**src/rtl/mem_port_arbiter.sv**
```systemverilog
// mem_port_arbiter
//   Shares one single-port, fixed-latency memory between the instruction
//   fetch path and the load/store path. Accesses are serialized. Data has
//   priority over fetch, but the fetch is forced through after MAX_WAIT
//   consecutive data wins while it was waiting.
//
// Ports
//   clk, reset           clock, asynchronous active-high reset
//   if_req/if_addr       fetch request (held until if_done)
//   if_done/if_rdata     fetch completion pulse and registered instruction
//   if_stall             if_req & ~if_done
//   d_req/d_we/d_addr/d_wdata/d_wmask   load/store request (held until d_done)
//   d_done/d_rdata       data completion pulse and registered load data
//   d_stall              d_req & ~d_done
//   mem_req/mem_we/mem_addr/mem_wdata/mem_wmask   memory access, registered
//   mem_rdata            read data, valid LATENCY cycles after mem_req
module mem_port_arbiter #(
    parameter int DATA_W   = 32,
    parameter int LATENCY  = 2,
    parameter int MAX_WAIT = 3
) (
    input  logic              clk,
    input  logic              reset,
    input  logic              if_req,
    input  logic [DATA_W-1:0] if_addr,
    output logic              if_done,
    output logic [DATA_W-1:0] if_rdata,
    output logic              if_stall,
    input  logic              d_req,
    input  logic              d_we,
    input  logic [DATA_W-1:0] d_addr,
    input  logic [DATA_W-1:0] d_wdata,
    input  logic [3:0]        d_wmask,
    output logic              d_done,
    output logic [DATA_W-1:0] d_rdata,
    output logic              d_stall,
    output logic              mem_req,
    output logic              mem_we,
    output logic [DATA_W-1:0] mem_addr,
    output logic [DATA_W-1:0] mem_wdata,
    output logic [3:0]        mem_wmask,
    input  logic [DATA_W-1:0] mem_rdata
);
    localparam int CW = (LATENCY < 1) ? 1 : $clog2(LATENCY + 1);
    localparam int WW = (MAX_WAIT < 1) ? 1 : $clog2(MAX_WAIT + 1);

    typedef enum logic [1:0] {IDLE, ACCESS, RESP} state_t;

    state_t            state_q, state_d;
    logic [CW-1:0]     cnt_q, cnt_d;
    logic [WW-1:0]     wait_q, wait_d;
    logic              win_d_q, win_d_d;   // 1: current access belongs to data path
    logic              mem_req_q, mem_req_d;
    logic              mem_we_q, mem_we_d;
    logic [DATA_W-1:0] mem_addr_q, mem_addr_d;
    logic [DATA_W-1:0] mem_wdata_q, mem_wdata_d;
    logic [3:0]        mem_wmask_q, mem_wmask_d;
    logic              if_done_q, if_done_d;
    logic              d_done_q, d_done_d;
    logic [DATA_W-1:0] if_rdata_q, if_rdata_d;
    logic [DATA_W-1:0] d_rdata_q, d_rdata_d;
    logic              grant_data;

    // Data wins unless the fetch has already been passed over MAX_WAIT times.
    assign grant_data = d_req && (!if_req || (wait_q < WW'(MAX_WAIT)));

    always_comb begin
        state_d     = state_q;
        cnt_d       = cnt_q;
        wait_d      = wait_q;
        win_d_d     = win_d_q;
        mem_req_d   = 1'b0;
        mem_we_d    = mem_we_q;
        mem_addr_d  = mem_addr_q;
        mem_wdata_d = mem_wdata_q;
        mem_wmask_d = mem_wmask_q;
        if_done_d   = 1'b0;
        d_done_d    = 1'b0;
        if_rdata_d  = if_rdata_q;
        d_rdata_d   = d_rdata_q;

        case (state_q)
            IDLE: begin
                if (if_req || d_req) begin
                    win_d_d   = grant_data;
                    mem_req_d = 1'b1;
                    cnt_d     = '0;
                    state_d   = ACCESS;
                    if (grant_data) begin
                        // Only a data win over a waiting fetch counts toward starvation.
                        if (if_req) wait_d = wait_q + WW'(1);
                        mem_we_d    = d_we;
                        mem_addr_d  = d_addr;
                        mem_wdata_d = d_wdata;
                        mem_wmask_d = d_we ? d_wmask : 4'b0000;
                    end else begin
                        // Fetches carry no write data; wdata is zeroed.
                        wait_d      = '0;
                        mem_we_d    = 1'b0;
                        mem_addr_d  = if_addr;
                        mem_wdata_d = '0;
                        mem_wmask_d = 4'b0000;
                    end
                end
            end
            ACCESS: begin
                cnt_d = cnt_q + CW'(1);
                if (cnt_q == CW'(LATENCY)) begin
                    state_d = RESP;
                    if (win_d_q) begin
                        d_done_d = 1'b1;
                        if (!mem_we_q) d_rdata_d = mem_rdata;
                    end else begin
                        if_done_d  = 1'b1;
                        if_rdata_d = mem_rdata;
                    end
                end
            end
            RESP: begin
                // Done pulse is visible this cycle; requester drops or replaces
                // its request at this edge, so no arbitration here.
                state_d = IDLE;
            end
            default: state_d = IDLE;
        endcase
    end

    always_ff @(posedge clk or posedge reset) begin
        if (reset) begin
            state_q     <= IDLE;
            cnt_q       <= '0;
            wait_q      <= '0;
            win_d_q     <= 1'b0;
            mem_req_q   <= 1'b0;
            mem_we_q    <= 1'b0;
            mem_addr_q  <= '0;
            mem_wdata_q <= '0;
            mem_wmask_q <= 4'b0000;
            if_done_q   <= 1'b0;
            d_done_q    <= 1'b0;
            if_rdata_q  <= '0;
            d_rdata_q   <= '0;
        end else begin
            state_q     <= state_d;
            cnt_q       <= cnt_d;
            wait_q      <= wait_d;
            win_d_q     <= win_d_d;
            mem_req_q   <= mem_req_d;
            mem_we_q    <= mem_we_d;
            mem_addr_q  <= mem_addr_d;
            mem_wdata_q <= mem_wdata_d;
            mem_wmask_q <= mem_wmask_d;
            if_done_q   <= if_done_d;
            d_done_q    <= d_done_d;
            if_rdata_q  <= if_rdata_d;
            d_rdata_q   <= d_rdata_d;
        end
    end

    assign mem_req   = mem_req_q;
    assign mem_we    = mem_we_q;
    assign mem_addr  = mem_addr_q;
    assign mem_wdata = mem_wdata_q;
    assign mem_wmask = mem_wmask_q;
    assign if_done   = if_done_q;
    assign if_rdata  = if_rdata_q;
    assign d_done    = d_done_q;
    assign d_rdata   = d_rdata_q;
    assign if_stall  = if_req & ~if_done_q;
    assign d_stall   = d_req & ~d_done_q;

endmodule

```
**config.mk**
```make
export PLATFORM = sky130hd
export DESIGN_NAME = mem_port_arbiter
export DESIGN_NICKNAME = d
export VERILOG_FILES = /design/src/rtl/mem_port_arbiter.sv
export SDC_FILE = /design/constraint.sdc
export NUM_CORES = 1
export LEC_CHECK = 0
export BUFFER_PORTS_ARGS = -buffer_cell sky130_fd_sc_hd__buf_2
export CAP_MARGIN = 10
export CORE_ASPECT_RATIO = 1.1
export CORE_MARGIN = 8
export CORE_UTILIZATION = 48
export CTS_BUF_LIST = sky130_fd_sc_hd__clkbuf_2 sky130_fd_sc_hd__clkbuf_4 sky130_fd_sc_hd__clkbuf_8
export DETAILED_ROUTE_END_ITERATION = 12
export GPL_TIMING_DRIVEN = 1
export PLACE_DENSITY = 0.82
export SYNTH_ARGS = -nofsm -noshare
export SYNTH_HDL_FRONTEND = slang
export SYNTH_SLANG_ARGS = --single-unit
```
**constraint.sdc**
```tcl
create_clock -name clk -period 5.98 [get_ports clk]
set_input_delay 0.598 -clock clk [delete_from_list [all_inputs] [get_ports clk]]
set_output_delay 0.598 -clock clk [all_outputs]
set_load 0.02 [all_outputs]
```
==> results of run 1 <==
[layout make-up]
class,count,area [um2]
Clock buffer,18,248
Clock inverter,14,129
Fill cell,914,4280
Inverter,4,20.0
Multi-Input combinational cell,190,2180
Sequential cell,143,3580
Tap cell,154,193
Timing Repair Buffer,279,1410
[Yosys cell counts (all sizes together)]
cell type  number
a21bo           1
a21o            1
a22o           34
a32o            4
buf            20
clkbuf          2
dfrtp         143
ha              2
inv             4
mux2          129
nand2           3
nand2b          2
nor2            4
nor2b           2
nor3            3
o21ai           3
o22ai           1
or3b            1
[per-layer routing]
metal	track usage (%)	part of all wire (%)	up-vias
met4	8.24	2.0	0
met1	20.5	35	2013
met5	0	0	-
met3	7.23	10	25
met2	34.4	52	188
li1	-	-	1867
[critical path, stage by stage (launching register included)]
cell     delay (ps)
dfrtp_1         440
nor2_1          160
o21ai_2          60
buf_4           260
inv_2           750
mux2_2          420
[metrics by stage]
stage	worst slack [ps]	hold slack (ps)	utilization [%]	total power [mW]	std cells
after global routing	3610	218	64.4	4.73	802
after floorplan	1540	477	-	3.07	359
after detailed placement	3460	476	61.3	3.80	770
final	3730	193	64.4	4.48	802
after CTS	3710	197	64.4	4.55	802
after global placement	3510	466	61.3	3.70	770
[where the power goes]
group	switching, mW	total [mW]	internal, mW
clock	0.383	0.728	0.345
combinational	1.16	2.06	0.901
sequential	0.263	1.69	1.43
[path summary, 6_finish.rpt]
kind                       cells past startpoint    startpoint  slack, ps             to
hold reg to reg                                1  if_rdata[19]        500   if_rdata[19]
min in group clk                               2   d_wdata[23]        370  mem_wdata[23]
setup / recovery                               5    state_q[0]       3730   mem_addr[30]
max in group asynchronous                      3         reset       4340    d_rdata[16]
hold / removal                                 2         reset        190   mem_addr[15]
setup reg to reg                               5    state_q[0]       3730   mem_addr[30]
[layout by cell type, fill, tap and decap left out, types with 3 or more instances in the layout]
master,instances
a22o_1,34
a32o_1,4
buf_2,274
buf_4,5
clkbuf_8,18
clkinv_2,3
clkinvlp_4,3
dfrtp_1,143
inv_6,7
mux2_1,3
mux2_2,70
mux2_4,56
nand2_1,3
nor2_1,4
nor3_4,3
[kinds of logic (layout without fill, tap and decap cells)]
kind of cell             Yosys count  in the layout
flip-flops                       143            143
multiplexers                     129            129
AO/OA/AOI/OAI                     44             44
buffers and inverters             26            315
AND/OR/NAND/NOR                   15             15
adder cells (fa/ha/maj)            2              2
[registers in the layout, summed over array words and instances, names as in the netlist, 2 cells and up]
| register | count |
|---|---|
| d_rdata | 32 |
| if_rdata | 32 |
| mem_addr | 32 |
| mem_wdata | 32 |
| mem_wmask | 4 |
| cnt_q | 2 |
| state_q | 2 |
| wait_q | 2 |
==> results.md, run 1 <==
- Post-route DRC violation count: 0
- Placeable Area: between 10,000 and 15,000 um2
- Number of failing hold endpoints at the final stage: 0
- Run status: finished clean
- Total placed instance area: 7380 um2
- Maximum Capacitance Violations: 0
- Worst Setup Start Kind: flop
- Global route overflow: 0
- Post-CTS Setup Bufs: 0
- ANT nets after route: 0
- Critical-path maximum fanout: 40
- Vias/cell: 5.10
- Summed instance area of the synthesized netlist: 5940 um2
- Data arrival time of the critical path: between 2000 and 3000 ps
- Die width: 122 um
- PostCTS Resize Cnt: 0
- Global Route Usage Sum: between 10% and 20%
- Total number of yosys warnings: 0
- Post-Layout Inst Area: 7750 um2
- Unrepaired setup endpoints after global routing: false
- Via Count: between 4k and 5k
- Clk sink count: roughly 140
- Final HPWL DP: 12.1 mm
- Share of final-layout standard cells stronger than drive strength 1: 68.7%
- Final critical-path share of the clock period: 37.7%
- Class of the most critical hold timing path: input pin to asynchronous set/reset pin
- Power density cells: 578 nW/um2
- Transition time at the pin with the least slew margin: 1170 ps
- Post-CTS Hold Fix Bufs: 0
- CTS Buffer Depth: 2
- Combinational family with the most area after synthesis: multiplexers
- Part of the Yosys area used for sequential elements: 60.3%
- Count of H-tree levels built during CTS: 4
- Last weighted congestion value of the routability-driven placer: 0.814
- Clk Latency, worst-skew pair: 440 ps
- Relative slew slack: between 20% and 30%
- Number of DRC markers in iteration 0: 206
- Synth Net Count: 498
- Critical path required time: 6300 ps
- Synth top area cells: dfrtp_1 60%, mux2_4 14%, mux2_2 13%
- Kind of end point of the critical path: flop
- Clock transition at the registers of the reported paths: 80 ps
- Top cell type by total area after synthesis: dfrtp_1
- Vertical die dimension: approximately 130 um
- Multiplexer share of the synthesized area: 28.0%
- Final nets: 774
- Worst supply voltage drop on vdd: 0.329 mV
- Synthesized instance count: 359
- Number of antenna violations at the first check in global routing: 0
- Input/output buffers: 274
- Vias in the first global route: 4,719
- First-pass GRT wire length: 24.8 mm
- Final Skew: 11.0 ps
- Average size of a mapped cell: 16.5 um2
- Initial Utilization: 49.3%
- Clock tree root buffer cell: clkbuf_8
- Synthesized-area fraction occupied by ao, oa, aoi and oai cells: 6.34%
- Post-synthesis adder-cell area fraction: less than 1%
- Setup violations, final: 0
- TritonCTS clock tree: built
- Die Footprint: 16,200 um2
- Start-to-end type of the worst setup path: flop to flop
- First-pass iteration count of the detailed router: 4
- Number of buffers created by CTS: 17
- DR WL/cell: 19.9 um
- Fin Setup TNS: 0 ps
- Post-Synth XOR/XNOR Area: 0%
- Max Clock Freq: 444 MHz
- Max-slew violations: 0
- Simple logic cell fraction of the synthesized area: 1.73%
- I/O pin count: 275
- Area overhead of the layout relative to synthesis: 30.6%
- Cell variety after synth: 25
- Leakage component of the power: 4.05 nW
- Number of flip-flops and latches in the synthesized netlist: 143
- Total routed wirelength: 15.9 mm
- Min Clock Period, post-route: 2250 ps
- Number of core rows: 42
- Pin count of the biggest net entering global routing: 83
- Number of antenna diodes: 0
- Area share of the largest cell type after synthesis: 60.3%
Power figures use the tool's default switching activity.
==> run 2, diff against run 1 <==
--- a/config.mk
+++ b/config.mk
@@ -9,11 +9,11 @@
 export CAP_MARGIN = 10
 export CORE_ASPECT_RATIO = 1.1
 export CORE_MARGIN = 8
-export CORE_UTILIZATION = 48
+export CORE_UTILIZATION = 44
 export CTS_BUF_LIST = sky130_fd_sc_hd__clkbuf_2 sky130_fd_sc_hd__clkbuf_4 sky130_fd_sc_hd__clkbuf_8
 export DETAILED_ROUTE_END_ITERATION = 12
 export GPL_TIMING_DRIVEN = 1
-export PLACE_DENSITY = 0.82
+export PLACE_DENSITY = 0.79
 export SYNTH_ARGS = -nofsm -noshare
 export SYNTH_HDL_FRONTEND = slang
 export SYNTH_SLANG_ARGS = --single-unit
==> constraint.sdc (replaced) <==
create_clock -name clk -period 2.05 [get_ports clk]
set_input_delay 0.205 -clock clk [delete_from_list [all_inputs] [get_ports clk]]
set_output_delay 0.205 -clock clk [all_outputs]
set_load 0.02 [all_outputs]
==> run 2 against run 1 <==
  * Clock skew decreased by 4.2 ps
  * Sequential power increased to 2.9 times the previous value
  * Maximum frequency increased by 27%
  * Worst setup slack got worse by 3500 ps
  * Clock-buffer cell count increased by 2
  * Clock power increased to 2.7 times the previous value
  * Cell area increased by 9.8%
  * Critical path type unchanged
  * Largest cell class unchanged
==> results.md, run 2 (synthesized netlist as in run 1, its figures left out) <==
- Number of core rows: 44
- Max-slew violations: 0
- Number of failing hold endpoints at the final stage: 0
- Worst Setup Start Kind: flop
- Min Clock Period, post-route: 1770 ps
- Number of antenna violations at the first check in global routing: 0
- Vias/cell: 5.06
- Transition time at the pin with the least slew margin: 556 ps
- Area overhead of the layout relative to synthesis: 43.4%
- TritonCTS clock tree: built
- Placeable Area: ~13,000 um2
- Footprint of the multi-input gates: 2180 um2
- Crit path launch: wait_q[0]
- Critical path's largest stage delay: 390 ps
- Die width: 127 um
- Setup violations, final: 0
- Reg-to-reg startpoint: wait_q[0]
- Overall power consumption: 13.1 mW
- Post-Layout Inst Area: 8510 um2
- Final HPWL DP: 11.9 mm
- Relative slew slack: 62.9%
- Number of antenna diodes: 0
- Cell count of the worst hold path: 2
- Worst hold slack after final layout: 40.6 ps
- Leading cell types in the layout, fill and taps excluded: 274 x buf_2, 143 x dfrtp_1, 70 x mux2_2, 65 x dlygate4sd3_1, 56 x mux2_4
- ANT nets after route: 0
- Vertical die dimension: 138 um
- Critical Path, Cell by Cell: ha_1 -> a21bo_2 -> buf_4 -> mux2_4 -> mux2_4
- Via Count: 4,440
- Kind of end point of the critical path: flop
- Run status: finished clean
- Last weighted congestion value of the routability-driven placer: 0.834
- Top cell by count, worst path: mux2_4
- Critical path required time: 2360 ps
- Final critical-path share of the clock period: 86.6%
- Data arrival time of the critical path: 2090 ps
- Clk sink count: 143
- Clk Latency, worst-skew pair: 430 ps
- Max Clock Freq: between 500 and 600 MHz
- Worst Setup Slack, final: 276 ps
- Worst supply voltage drop on vdd: roughly 0.91 mV
- Total placed instance area: 7510 um2
- Number of buffers created by CTS: 17
- Pin count of the biggest net entering global routing: 64
- Clock tree root buffer cell: clkbuf_8
- Start-to-end type of the worst setup path: flop to flop
- Leakage component of the power: 4.36 nW
- DP Worst Slack: 281 ps
- Inst Count DP: 782
- Most common cell after layout, fill and taps aside: buf_2
- Post-route DRC violation count: 0
- Fin Setup TNS: 0 ps
- Path depth of the worst reg2reg path: 5
- Filler instances: 966
- Global Route Usage Sum: 19.0%
- Destination of the critical timing path: mem_addr[13]
- Critical-path top delay cell: dfrtp_1
- Number of DRC markers in iteration 0: 162
- DR WL/cell: 19.2 um
- Input/output buffers: ~270
- Final nets: about 840
- Unrepaired setup endpoints after global routing: false
- Vias in the first global route: 4,983
- Count of H-tree levels built during CTS: 4
- Initial Utilization: 44.9%
- Critical-path maximum fanout: 7
- Global route overflow: 0
- Die Footprint: 17,500 um2
- Final Skew: 6.82 ps
- Share of final-layout standard cells stronger than drive strength 1: 62.6%
- Clock transition at the registers of the reported paths: roughly 80 ps
- Register cell area after layout: 3580 um2
- Reg2Reg Setup Slack: ~280 ps
- Capture instance of the worst register-to-register path: mem_addr[13]
- First-pass iteration count of the detailed router: 5
- Final core occ: 64.4%
- Maximum Capacitance Violations: 0
- I/O pin count: between 200 and 300
- PostCTS Resize Cnt: 0
- Power density cells: 1540 nW/um2
- Total routed wirelength: roughly 17 mm
- Number of standard cells in the layout, taps in and fillers out: slightly below 900
- Class of the most critical hold timing path: input pin to flop
- CTS Buffer Depth: 2
- First-pass GRT wire length: 26.0 mm
run 2: cell count changes in the layout (fill, tap and decap cells not counted):
cell           previous run  this run
buf_4                     5         3
clkbuf_4                  0         1
clkbuf_8                 18        19
bufinv_16                 1         0
dlygate4sd3_1             0        65
clkinvlp_4                3         4
buf_12                    0         7
inv_6                     7         4
run 2: how the worst min path moves through the flow:
stage / start / endpoint / slack [ps]
2_1_floorplan: d_wdata[0] / mem_wdata[0] / 340
3_3_place_gp: reset / if_rdata[11] / 270
3_5_place_dp: reset / if_rdata[11] / 290
4_1_cts: mem_rdata[3] / d_rdata[3] / 0.5
5_1_grt: mem_rdata[23] / d_rdata[23] / 7
6_report: mem_rdata[23] / d_rdata[23] / 40
run 2: where the power goes:
group | total, mW | leakage [nW] | internal, mW | switching, mW
combinational | 6.20 | 2.43 | 2.78 | 3.42
sequential | 4.93 | 1.76 | 4.17 | 0.758
clock | 1.99 | 0.176 | 0.918 | 1.07
run 2: layout make-up:
class / instances / area share [%]
Clock buffer: 20 / 3.16
Tap cell: 161 / 2.37
Inverter: 4 / 0.221
Clock inverter: 11 / 0.956
Multi-Input combinational cell: 190 / 25.6
Sequential cell: 143 / 42.0
Timing Repair Buffer: 349 / 25.7
run 2: layer usage:
layer | vias to the layer above | global-route usage, % | routed length (um) | part of all wire, %
li1 | 1994 | - | - | -
met1 | 2208 | 20.0 | 6260 | 37
met2 | 210 | 33.6 | 8730 | 52
met3 | 28 | 7.36 | 1440 | 8.5
met4 | 0 | 8.20 | 467 | 2.8
met5 | - | 0 | 0 | 0
run 2: what timing repair did:
item / 4_1_cts / 5_1_grt
hold buffers: 63 / 2
hold endpoints to repair: 111 / 3
buffers inserted: 0 / 0
endpoints found under the setup margin: 0 / 0
run 2: worst max-delay path, delay by kind of cell, from the launching register on:
family	cells	cell delay [ps]
AO/OA/AOI/OAI	1	300
adder cells (fa/ha/maj)	1	200
buffers and inverters	1	210
flip-flops	1	390
multiplexers	2	570
